File: src/rtl/alu_muldiv_seq.sv
`default_nettype none
// +-----------------------------------------------------------------------------+
// | alu_muldiv_seq : sequential MULT/MULTU/DIV/DIVU unit owning HI/LO           |
// | Rev 1.0                                                                     |
// +-----------------------------------------------------------------------------+
module alu_muldiv_seq (
  input  logic        clk,
  input  logic        rst,
  input  logic        start,
  input  logic        op_div,
  input  logic        sign,
  input  logic [31:0] a,
  input  logic [31:0] b,
  input  logic        cancel,
  input  logic        hi_we,
  input  logic        lo_we,
  input  logic [31:0] wdata,
  output logic        busy,
  output logic        done,
  output logic [31:0] hi,
  output logic [31:0] lo
);

  typedef enum logic [2:0] {
    S_IDLE = 3'd0,
    S_PREP = 3'd1,
    S_CALC = 3'd2,
    S_FIX  = 3'd3,
    S_DONE = 3'd4
  } state_t;

  state_t      r_state;
  logic [4:0]  r_cnt;
  logic        r_div;
  logic        r_signed;
  logic        r_res_neg;
  logic        r_rem_neg;
  logic        r_bzero;
  logic [31:0] r_a;
  logic [31:0] r_b;
  logic [31:0] r_opa;
  logic [63:0] r_acc;

  logic [31:0] w_abs_a;
  logic [31:0] w_abs_b;
  logic [32:0] w_add_x;
  logic [32:0] w_add_y;
  logic [32:0] w_sum;
  logic [63:0] w_prod_fix;
  logic [31:0] w_quot_fix;
  logic [31:0] w_rem_fix;

  assign w_abs_a = (r_signed && r_a[31]) ? (~r_a + 32'd1) : r_a;
  assign w_abs_b = (r_signed && r_b[31]) ? (~r_b + 32'd1) : r_b;

  // One 33-bit adder serves both: multiply adds into the upper half,
  // divide trial-subtracts from the left-shifted remainder.
  assign w_add_x = r_div ? {r_acc[63:32], r_acc[31]} : {1'b0, r_acc[63:32]};
  assign w_add_y = {1'b0, r_opa};
  assign w_sum   = r_div ? (w_add_x - w_add_y) : (w_add_x + w_add_y);

  assign w_prod_fix = r_res_neg ? (~r_acc + 64'd1) : r_acc;
  assign w_quot_fix = r_bzero   ? 32'hFFFF_FFFF
                    : r_res_neg ? (~r_acc[31:0] + 32'd1) : r_acc[31:0];
  assign w_rem_fix  = r_rem_neg ? (~r_acc[63:32] + 32'd1) : r_acc[63:32];

  always_ff @(posedge clk) begin
    if (rst) begin
      r_state   <= S_IDLE;
      r_cnt     <= 5'd0;
      r_div     <= 1'b0;
      r_signed  <= 1'b0;
      r_res_neg <= 1'b0;
      r_rem_neg <= 1'b0;
      r_bzero   <= 1'b0;
      r_a       <= 32'd0;
      r_b       <= 32'd0;
      r_opa     <= 32'd0;
      r_acc     <= 64'd0;
      hi        <= 32'd0;
      lo        <= 32'd0;
      busy      <= 1'b0;
      done      <= 1'b0;
    end else begin
      done <= 1'b0;
      // FIX only happens while busy, so MTHI/MTLO never collide with it.
      if (!busy) begin
        if (hi_we) hi <= wdata;
        if (lo_we) lo <= wdata;
      end
      if (cancel) begin
        r_state <= S_IDLE;
        busy    <= 1'b0;
      end else begin
        case (r_state)
          S_IDLE, S_DONE: begin
            if (start) begin
              r_div    <= op_div;
              r_signed <= ~sign;
              r_a      <= a;
              r_b      <= b;
              r_bzero  <= (b == 32'd0);
              r_state  <= S_PREP;
              busy     <= 1'b1;
            end else begin
              r_state  <= S_IDLE;
            end
          end
          S_PREP: begin
            r_cnt     <= 5'd0;
            r_res_neg <= r_signed & (r_a[31] ^ r_b[31]);
            r_rem_neg <= r_signed & r_a[31];
            // Low half starts with the operand shifted out during iteration.
            if (r_div) begin
              r_opa <= w_abs_b;
              r_acc <= {32'd0, w_abs_a};
            end else begin
              r_opa <= w_abs_a;
              r_acc <= {32'd0, w_abs_b};
            end
            r_state <= S_CALC;
          end
          S_CALC: begin
            if (r_div) begin
              if (!w_sum[32]) r_acc <= {w_sum[31:0], r_acc[30:0], 1'b1};
              else            r_acc <= {r_acc[62:0], 1'b0};
            end else begin
              if (r_acc[0]) r_acc <= {w_sum, r_acc[31:1]};
              else          r_acc <= {1'b0, r_acc[63:1]};
            end
            r_cnt <= r_cnt + 5'd1;
            if (r_cnt == 5'd31) r_state <= S_FIX;
          end
          S_FIX: begin
            if (r_div) begin
              hi <= w_rem_fix;
              lo <= w_quot_fix;
            end else begin
              hi <= w_prod_fix[63:32];
              lo <= w_prod_fix[31:0];
            end
            done    <= 1'b1;
            busy    <= 1'b0;
            r_state <= S_DONE;
          end
          default: begin
            r_state <= S_IDLE;
            busy    <= 1'b0;
          end
        endcase
      end
    end
  end

endmodule
`default_nettype wire

File: config.mk
export PLATFORM = sky130hd
export DESIGN_NAME = alu_muldiv_seq
export DESIGN_NICKNAME = d
export VERILOG_FILES = /design/src/rtl/alu_muldiv_seq.sv
export SDC_FILE = /design/constraint.sdc
export NUM_CORES = 1
export LEC_CHECK = 0
export BUFFER_PORTS_ARGS = -buffer_cell sky130_fd_sc_hd__buf_2
export CORE_MARGIN = 10
export CORE_UTILIZATION = 59
export CTS_CLUSTER_DIAMETER = 120
export DETAILED_ROUTE_END_ITERATION = 10
export GPL_TIMING_DRIVEN = 0
export HOLD_SLACK_MARGIN = 0.06
export PLACE_DENSITY = 0.8
export RECOVER_POWER = 100
export REMOVE_ABC_BUFFERS = 1
export SLEW_MARGIN = 10
export SYNTH_ARGS = -nofsm -noshare
export SYNTH_HDL_FRONTEND = slang
export SYNTH_SLANG_ARGS = --single-unit
File: constraint.sdc
create_clock -name clk -period 13.5 [get_ports clk]
set_input_delay 1.35 -clock clk [delete_from_list [all_inputs] [get_ports clk]]
set_output_delay 1.35 -clock clk [all_outputs]
set_load 0.05 [all_outputs]
==> impl.org <==
** Floorplanning
- For this configuration, the core starts out at a cell density of 59.5%.
- Area of the die :: 34900 um2
- The die is 187 um tall.
- The floorplan step defined a core boundary enclosing 27600 um2.
- Number of cell rows :: 61
- Pin placement for this block handled 170 I/O pins.
- The die is 187 um wide.

** Clock network
- The number of clock buffers added by TritonCTS is 27.
- Worst-path clk slew :: 0.06 ns
- Root Buffer Master :: clkbuf_16
- In this run the number of H-tree levels came out at 1.
- # resized after CTS :: 0
- CTS tree :: yes
- Number of buffers between clock root and the deepest sink :: 3
- In this run the post-CTS setup repair buffer count came out at 0.
- For this design, the sink count on the clock tree is 239.
- Buffers inserted to repair hold after CTS numbered 0.
- Clock Latency Late Sink :: 0.55 ns

** Timing
- For the pin with the worst max-slew slack, the measured transition is 3.32 ns.
- Shortest clock period the worst path allows after layout :: 6.85 ns
- Unrepaired setup endpoints after global routing :: false
- Number of max-slew violations in the final report :: 130
- Worst Clk Skew :: 0.0162 ns
- The count of final hold-check violations was 0.
- Number of setup violations in the final report :: 0
- Setup slack on the critical path of the routed design comes to 6.65 ns.
- Max-slew headroom :: -121%
- Final clock period utilization by the worst path :: 50.8%
- Total negative setup slack :: 0 ns
- For this run, the top clock speed supported by timing is 146 MHz.

** Placed design
- After detailed placement, the total cell area comes to 17500 um2.
- Pre-CTS setup slack :: 7.83 ns
- In this run the tool buffered the top-level ports with 169 buffer cells.
- Summed over all nets, the half-perimeter wirelength after detailed placement is 38.7 mm.
- Last weighted congestion value of the routability-driven placer :: 0.950

** Synthesis
- Yosys printed 0 warnings.
- Sequential-to-total area share from yosys stat :: 29.1%
- Each instance of the synthesized netlist takes up on average 7.69 um2.
- After synthesis the cells add up to 16400 um2.
- After technology mapping, the gate count stands at 2137.
- For this run, the leading register cell type out of synthesis is dfxtp_1.
- Flip-flop and latch count after synthesis :: 239
- Counting flops with a built-in enable in the synthesized netlist gives 0.
- Distinct cell type count of the synthesized netlist :: 79
- After synthesis, the share of flip-flops with an asynchronous set or reset is 0%.

** Setup path
- Required time of the worst setup path :: 13.93 ns
- Worst reg2reg path endpoint :: r_acc[54]$_SDFFE_PP0P_
- Crit path DAT :: 7.28 ns
- Crit path kind :: register to register
- Crit path from :: r_opa[2]$_SDFFE_PP0P_
- Type of origin of the critical path :: register
- Critical R2R Launch :: r_opa[2]$_SDFFE_PP0P_
- Element type at the critical path end :: register
- Highest net fanout along the worst path :: 21
- Worst setup slack for register-to-register paths :: 6.65 ns
- Crit path capture :: r_acc[54]$_SDFFE_PP0P_
- Reg2Reg Depth :: 19

** Pwr
- Dividing total power by cell area gives a power density of 110 nW/um2.
- Leak :: 0.00712 uW
- Worst voltage drop across the vdd grid :: 89.2 uV

** Global route
- Aggregate global-route resource usage :: 28.1%
- Number of antenna violations at the first check in global routing :: 0
- The first global-routing pass estimated 82.6 mm of wire.
- The via count of the first global-routing pass was 15.3k.
- After global routing the overflow that remains totals 0.
- Maximum number of pins on one net before global-route repair :: 116

** Route
- Final antenna-violating net count :: 0
- After detailed routing, the number of remaining DRC violations is 0.
- Total wire length after detailed routing :: 52.0 mm
- First-pass DRT Iterations :: 6
- The detailed router placed 16.4k vias in this run.
- Post-DR wirelength/cell :: 20.2 um
- After detailed routing, the number of vias per cell comes to 6.39.
- DRT iter0 DRCs :: 1926

** Status
- The checks that failed: capacitance limit, slew limit.
- Result of the run :: complete, but fails checks

** Layout
- Layout cells sized above 1 :: 10.9%
- Leading cell type in the layout, fill and taps excluded :: nand2_1
- Antenna Cells :: 0
- The final layout contains 2317 nets.
- Synth-to-layout area growth :: 11.0%
- In the layout the commonest cells are nand2_1, dfxtp_1, a21oi_1.
- Cell area after layout :: 18200 um2

** Run
- Max capacitance violation total :: 3

** Hold path
- Hold Path Class :: register to register
[layer usage]
metal	part of all wire (%)	vias to the layer above	wire (um)	GRT usage [%]
met4	2.7	0	1400	7.60
met1	43	7746	22500	38.0
li1	-	7841	-	-
met2	46	720	24000	46.2
met5	0	-	0	0
met3	7.8	106	4060	3.49
[cell type report]
class | count | area (um2)
well taps | 378 | 473
inverters | 36 | 138
multi-input cells | 1683 | 10900
clock inverters | 9 | 97.6
fillers | 2441 | 9390
flip-flops and latches | 239 | 4790
repair buffers | 186 | 1070
clock buffers | 38 | 778
[cell families (layout without fill, tap and decap cells)]
group,after synthesis,count (layout),synth area share [%]
buf+inv,215,269,4.96
compound gates,629,629,24.5
mux,121,121,8.50
fa+ha+maj,40,40,3.09
simple gates,709,709,20.0
flops,239,239,29.1
xor+xnor,184,184,9.85
[flip-flops by register name, indices dropped and copies added (netlist names), 3 cells and up]
register and flops:
hi 32, lo 32, r_a 32, r_acc 64
r_b 32, r_cnt 5, r_opa 32, r_state 3
[synth_stat cells, types with 15 or more instances]
master / count / share of area, %
nand2_1: 292 / 6.7
dfxtp_1: 239 / 29
a21oi_1: 220 / 6.7
nor2_1: 171 / 3.9
clkbuf_1: 156 / 3.6
o21ai_0: 117 / 3.6
xnor2_1: 94 / 5.0
xor2_1: 89 / 4.7
mux2i_1: 74 / 4.5
nor3_1: 60 / 1.8
a221oi_1: 58 / 3.1
a211oi_1: 44 / 2.0
ha_1: 39 / 3.0
inv_1: 36 / 0.82
mux2_2: 35 / 2.4
nor4_1: 34 / 1.3
a31oi_1: 22 / 0.84
o31ai_1: 22 / 1.0
or3_1: 21 / 0.80
nand3_1: 19 / 0.58
buf_1: 18 / 0.41
a21o_1: 16 / 0.73
and2_1: 16 / 0.61
o211ai_1: 16 / 0.73
o41ai_1: 16 / 0.85
or4_1: 16 / 0.73
nand2b_1: 15 / 0.57
[power breakdown]
part	internal, uW	switching, uW	leakage, uW	total [uW]
registers	732	29.1	0.00195	761
logic	179	327	0.00474	506
clock network	437	304	0.000433	741
[how the worst min path moves through the flow]
stage	start	end	slack (ns)	cells after the start
after global placement	hi[31]$_SDFF_PP0_	hi[31]$_SDFF_PP0_	0.46	2
after detailed placement	hi[31]$_SDFF_PP0_	hi[31]$_SDFF_PP0_	0.47	2
after CTS	hi[31]$_SDFF_PP0_	hi[31]$_SDFF_PP0_	0.48	2
after floorplan	r_a[16]$_SDFFE_PP0P_	r_a[16]$_SDFFE_PP0P_	0.45	2
after global routing	r_b[16]$_SDFFE_PP0P_	r_b[16]$_SDFFE_PP0P_	0.50	2
final	hi[31]$_SDFF_PP0_	hi[31]$_SDFF_PP0_	0.48	2
[metrics by stage]
step	hold slack [ns]	cells	util, %	total power, uW
detailed placement	0.469	2521	63.3	1280
global route	0.503	2569	66.0	2090
CTS	0.479	2568	66.5	2010
global placement	0.459	2505	61.8	1260
finish	0.484	2569	66.0	2010
floorplan	0.449	1958	-	1120
[worst max-delay path, stage by stage (launching register included)]
cell and delay [ns]:
dfxtp_1 0.36, or4_1 0.61, nor4_1 0.43, nand2_1 0.10, nor2_1 0.30, nand2_1 0.17, nor2_1 0.35, a21oi_1 0.13
xnor2_1 0.18, ha_1 0.44, nand2_1 0.21, nor4_1 0.46, a221o_1 0.24, and2_0 0.16, a211o_1 0.16, and2_0 0.38
xnor2_4 0.18, clkbuf_1 1.13, mux2_1 0.40, a221o_1 0.31
(Power assumes the default switching activity.)
